--- config.mk ---
export PLATFORM = sky130hd
export DESIGN_NAME = instruction_fetch_unit
export DESIGN_NICKNAME = d
export VERILOG_FILES = /design/src/rtl/instruction_fetch_unit.sv
export SDC_FILE = /design/constraint.sdc
export NUM_CORES = 1
export LEC_CHECK = 0
export CAP_MARGIN = 20
export CELL_PAD_IN_SITES_DETAIL_PLACEMENT = 0
export CELL_PAD_IN_SITES_GLOBAL_PLACEMENT = 2
export CORE_ASPECT_RATIO = 0.5
export CORE_UTILIZATION = 41
export DETAILED_ROUTE_END_ITERATION = 7
export DONT_BUFFER_PORTS = 1
export GPL_TIMING_DRIVEN = 0
export PLACE_DENSITY_LB_ADDON = 0.15
export SYNTH_ARGS = -nofsm -noshare
export SYNTH_HDL_FRONTEND = slang
export SYNTH_SLANG_ARGS = --single-unit
--- constraint.sdc ---
create_clock -name clk -period 12.19 [get_ports clk]
set_clock_uncertainty 0.15 [all_clocks]
set_input_delay 3.657 -clock clk [delete_from_list [all_inputs] [get_ports clk]]
set_output_delay 3.657 -clock clk [all_outputs]
set_load 0.02 [all_outputs]
--- src/rtl/instruction_fetch_unit.sv ---
// Instruction fetch stage: req/ack word reads into a prefetch FIFO,
// valid/ready delivery to decode, redirect flushes and refetches.
module instruction_fetch_unit #(
  parameter int unsigned DEPTH    = 4,
  parameter logic [31:0] RESET_PC = 32'h0000_0000
) (
  input  logic        clk,
  input  logic        rst,
  output logic        mem_req,
  output logic [31:0] mem_addr,
  input  logic        mem_ack,
  input  logic [31:0] mem_rdata,
  input  logic        redirect,
  input  logic [31:0] redirect_pc,
  output logic        inst_valid,
  output logic [31:0] inst,
  output logic [31:0] inst_pc,
  input  logic        inst_ready
);

  localparam int unsigned PW = $clog2(DEPTH);
  localparam int unsigned CW = PW + 2;

  typedef enum logic [1:0] {
    IDLE,
    REQ,
    DROP
  } state_e;

  state_e        state_q, state_d;
  logic          mem_req_q, mem_req_d;
  logic [31:0]   mem_addr_q, mem_addr_d;
  logic [31:0]   fetch_pc_q, fetch_pc_d;
  logic [CW-1:0] count_q, count_d;
  logic [PW-1:0] wptr_q, wptr_d;
  logic [PW-1:0] rptr_q, rptr_d;
  logic [31:0]   inst_mem_q [DEPTH];
  logic [31:0]   inst_mem_d [DEPTH];
  logic [31:0]   pc_mem_q   [DEPTH];
  logic [31:0]   pc_mem_d   [DEPTH];

  logic          ack;
  logic          push;
  logic          pop;
  logic [CW-1:0] proj;
  logic [31:0]   target;
  logic [31:0]   next_pc;

  // FIFO bookkeeping; redirect cancels push/pop and empties the buffer
  always_comb begin
    ack    = mem_req_q && mem_ack;
    target = redirect_pc & 32'hFFFF_FFFC;
    push   = (state_q == REQ) && ack && !redirect;
    pop    = (count_q != '0) && inst_ready && !redirect;
    proj   = count_q + CW'(push) - CW'(pop);
    inst_mem_d = inst_mem_q;
    pc_mem_d   = pc_mem_q;
    if (push) begin
      inst_mem_d[wptr_q] = mem_rdata;
      pc_mem_d[wptr_q]   = mem_addr_q;
    end
    if (redirect) begin
      count_d = '0;
      wptr_d  = '0;
      rptr_d  = '0;
    end else begin
      count_d = proj;
      wptr_d  = push ? wptr_q + PW'(1) : wptr_q;
      rptr_d  = pop  ? rptr_q + PW'(1) : rptr_q;
    end
  end

  // Request FSM: one outstanding read, issued only with a free slot
  always_comb begin
    state_d    = state_q;
    mem_addr_d = mem_addr_q;
    fetch_pc_d = fetch_pc_q;
    next_pc    = fetch_pc_q + 32'd4;
    unique case (state_q)
      IDLE: begin
        if (redirect) begin
          state_d    = REQ;
          mem_addr_d = target;
          fetch_pc_d = target;
        end else if (proj < CW'(DEPTH)) begin
          state_d    = REQ;
          mem_addr_d = fetch_pc_q;
        end
      end
      REQ: begin
        if (redirect) begin
          fetch_pc_d = target;
          if (ack) begin
            mem_addr_d = target;
          end else begin
            state_d = DROP;
          end
        end else if (ack) begin
          fetch_pc_d = next_pc;
          if (proj < CW'(DEPTH)) begin
            mem_addr_d = next_pc;
          end else begin
            state_d = IDLE;
          end
        end
      end
      DROP: begin
        if (redirect) begin
          fetch_pc_d = target;
        end
        if (ack) begin
          state_d    = REQ;
          mem_addr_d = redirect ? target : fetch_pc_q;
        end
      end
      default: state_d = IDLE;
    endcase
    mem_req_d = (state_d != IDLE);
  end

  // State registers with synchronous reset
  always_ff @(posedge clk) begin
    if (rst) begin
      state_q    <= IDLE;
      mem_req_q  <= 1'b0;
      mem_addr_q <= RESET_PC;
      fetch_pc_q <= RESET_PC;
      count_q    <= '0;
      wptr_q     <= '0;
      rptr_q     <= '0;
      for (int i = 0; i < DEPTH; i++) begin
        inst_mem_q[i] <= '0;
        pc_mem_q[i]   <= '0;
      end
    end else begin
      state_q    <= state_d;
      mem_req_q  <= mem_req_d;
      mem_addr_q <= mem_addr_d;
      fetch_pc_q <= fetch_pc_d;
      count_q    <= count_d;
      wptr_q     <= wptr_d;
      rptr_q     <= rptr_d;
      inst_mem_q <= inst_mem_d;
      pc_mem_q   <= pc_mem_d;
    end
  end

  assign mem_req    = mem_req_q;
  assign mem_addr   = mem_addr_q;
  assign inst_valid = (count_q != '0);
  assign inst       = inst_mem_q[rptr_q];
  assign inst_pc    = pc_mem_q[rptr_q];

endmodule

==> summary.txt <==
Crit path cell chain -> clkbuf_1 -> nand2b_1 -> a21oi_1 -> ha_1 -> inv_1 -> ha_1 -> a211oi_1 -> mux2_2 -> a21oi_1 -> clkbuf_1 -> o311ai_0 -> nand2_1
Layout net count -> 1,897
CP Max Fanout -> 10
Crit path kind -> primary input to register
Final HPWL DP -> 36,690 µm
Largest area contributor in the synthesized netlist -> dfxtp_1
Largest net degree at the start of global routing -> 17
CP arrival -> 7920 ps
Initial antenna violation count -> 0
Required time worst endpoint -> 12,570 ps
Antenna diode count -> 0
Final hold violation count -> 0
TritonCTS buffer count -> 31
Initial Util -> 42.29%
Number of gates resized after cts -> 0
Leak Pwr -> 0.005127 µW
Synth cell types -> 66
Clock buffer depth -> 3
Relative slew slack -> 29.67%
DR top layer -> met4
Clock-pin slew on the worst setup and hold paths -> 60 ps
Die area -> 0.03686 mm²
Placed cell count -> 2,259
Met2 wire len -> 24,650 µm
Number of port buffers -> 0
Synth area leaders -> dfxtp_1 45%, nand2_1 15%, a21oi_1 10%
# rows -> 48
Worst min path class -> register to register
Critical path endpoint category -> register
Total track usage -> 27.87%
Critical path's top delay family -> compound AO/OA/AOI/OAI gates
Area growth from synthesis to layout -> 11.38%
First-pass GRT wire length -> 78,450 µm
Via count -> 13,410
Clk root buf -> clkbuf_16
Worst slew pin tran -> 1055 ps
DIE HEIGHT -> 136.3 µm
Vias in the first global route -> 12,600
Slowest-stage cell, CP -> a21oi_1
Flops & latches, synth -> 331
DRC errors left -> 0
Boundary Pins -> 167
Ys flop type -> dfxtp_1
Async set-or-reset flop fraction in the synthesized netlist -> 0%
GR Overflow Total -> 0
ANT nets after route -> 0
Max VDD drop -> 86.34 µV
MaxCap Viol Count -> 0
Routed met3 length -> 3399 µm
H-tree Lvls -> 1
Mapped Nets -> 1,864
Cell area after placement -> 0.01538 mm²
YS warnings -> 0
Number of fillers in the final layout -> 3,478
Met1 WL -> 23,180 µm
R2R Setup Slk -> 7160 ps
DRT Pass-1 Iters -> 5
Routability Congestion -> 0.9077
Worst Path Buf+Inv -> 3
Peak Freq -> 0.1327 GHz
RSZ-0062 raised after global routing -> false
Startpoint types -> primary input
Setup TNS -> 0 ps
Final Setup Violations -> 0
Status -> complete, no violations
Core area -> 0.03495 mm²
Non-filler cells, final -> 2,316
Wire per inst -> 22.55 µm
Post-CTS Hold Buffers -> 0
Mean Syn Cell Area -> 8.286 µm²
Share of cells above drive strength 1 -> 7.768%
Post-DR vias/cell -> 5.790
CTS tree -> built
Post-Synthesis Cells -> 1,784
DR iter-0 viols -> 1,136
Pwr per Cell Area -> 145.0 mW/mm²
Number of clock sinks -> 331
Post-CTS repair timing setup buffer count -> 0
Post-synth EDFFs -> 0
Worst stage delay on the critical path -> 810 ps
Max Slew Vio Count -> 0
Post-route clock period utilization -> 61.83%
Top cell type's share of synthesized area -> 44.83%
Fin crit period -> 7537 ps
Clock latency on the worst-skew pair -> 600 ps
Fin area -> 0.01646 mm²
Chip width -> 270.5 µm
WL final -> 52,220 µm
Sequential cell area fraction in the yosys report -> 44.83%
Synth Cell Area -> 0.01478 mm²
power by group:
group	total, µW	internal, µW	switching, µW
combinational	180	50.3	130
sequential	1160	1110	56.4
clock	1050	586	460
worst register-to-register path, delay by kind of cell (launching register included):
kind	cells	cell delay [ps]
flops	1	550
fa+ha+maj	3	1040
buf+inv	3	910
compound gates	3	1350
simple gates	4	950
sequential cells by signal (all words and copies together), names as in the netlist:
register,flops
mem_req,1
pc_mem_q,128
state_q,2
inst_mem_q,128
count_q,4
mem_addr,32
fetch_pc_q,32
wptr_q,2
rptr_q,2
final cells by class:
type / instances / area (µm²) / area share [%]
Clock buffer: 46 / 952.2 / 5.783
Clock inverter: 11 / 136.4 / 0.8283
Multi-Input combinational cell: 1285 / 7505 / 45.58
Sequential cell: 331 / 6626 / 40.25
Tap cell: 475 / 594.3 / 3.610
Buffer: 151 / 586.8 / 3.564
Inverter: 17 / 63.81 / 0.3876
routing by layer:
metal	vias to the layer above	track usage [%]
met5	-	0
met4	0	6.780
met3	67	4.610
met2	486	46.08
met1	6576	38.10
li1	6281	-
logic make-up (layout without fill, tap and decap cells):
| kind of cell | after synthesis | in the layout | synth area share, % |
|---|---|---|---|
| multiplexers | 66 | 66 | 9.895 |
| AND/OR/NAND/NOR | 747 | 747 | 21.36 |
| buffers and inverters | 168 | 225 | 4.401 |
| AO/OA/AOI/OAI | 432 | 432 | 16.80 |
| XOR/XNOR | 28 | 28 | 1.659 |
| adder cells (fa/ha/maj) | 12 | 12 | 1.050 |
| flip-flops | 331 | 331 | 44.83 |
final timing paths:
| kind | startpoint | to | depth (start not counted) |
|---|---|---|---|
| worst min register to register | inst_mem_q[115]$_SDFFE_PP0P_ | inst_mem_q[115]$_SDFFE_PP0P_ | 2 |
| worst max-delay path | redirect | mem_addr[17]$_SDFFE_PP0P_ | 12 |
| worst max register to register | mem_req$_SDFF_PP0_ | mem_addr[17]$_SDFFE_PP0P_ | 13 |
| worst min-delay path | inst_mem_q[115]$_SDFFE_PP0P_ | inst_mem_q[115]$_SDFFE_PP0P_ | 2 |
Yosys cell counts (all sizes together) (3+ instances only):
cell type and instances:
o41ai 7, o31ai 7, o311ai 4, and3 11, buf 27, nor4 16
a31o 6, nand2 574, nand3 36, a31oi 7, and4 5, nand4 23
o31a 4, a211oi 11, o221ai 5, xor2 10, o211ai 12, and2 6
or3 3, nand2b 12, a21oi 307, clkbuf 124, or4 5, o22ai 7
ha 10, a22oi 9, nor3 16, inv 17, a41o 4, dfxtp 331
mux4 64, a21o 6, nor2 32, xnor2 18, o21ai 18
cells in the final DEF (no fill, tap or decap), drive strengths merged, types with 9 or more instances in the layout:
cell and n:
mux4 64, inv 19, nand2 574, nor2 32, clkbuf 170, nand3 36, a22oi 9, buf 27
a21oi 307, nor3 16, nand2b 12, o21ai 18, o211ai 12, xnor2 18, dfxtp 331, a211oi 11
ha 10, xor2 10, nand4 23, and3 11, nor4 16
through the flow:
| step | hold slack (ps) | total power (µW) | setup slack, ps | utilization (%) |
|---|---|---|---|---|
| 2_1_floorplan | 283.1 | 1284 | 5686 | - |
| 3_3_place_gp | 288.4 | 1361 | 4116 | 43.99 |
| 3_5_place_dp | 293.1 | 1364 | 4105 | 43.99 |
| 4_1_cts | 302.4 | 2395 | 4713 | 47.10 |
| 5_1_grt | 319.5 | 2464 | 4443 | 47.10 |
| 6_report | 301.5 | 2388 | 4653 | 47.10 |
Note: power is estimated with default switching activity, not from simulation.
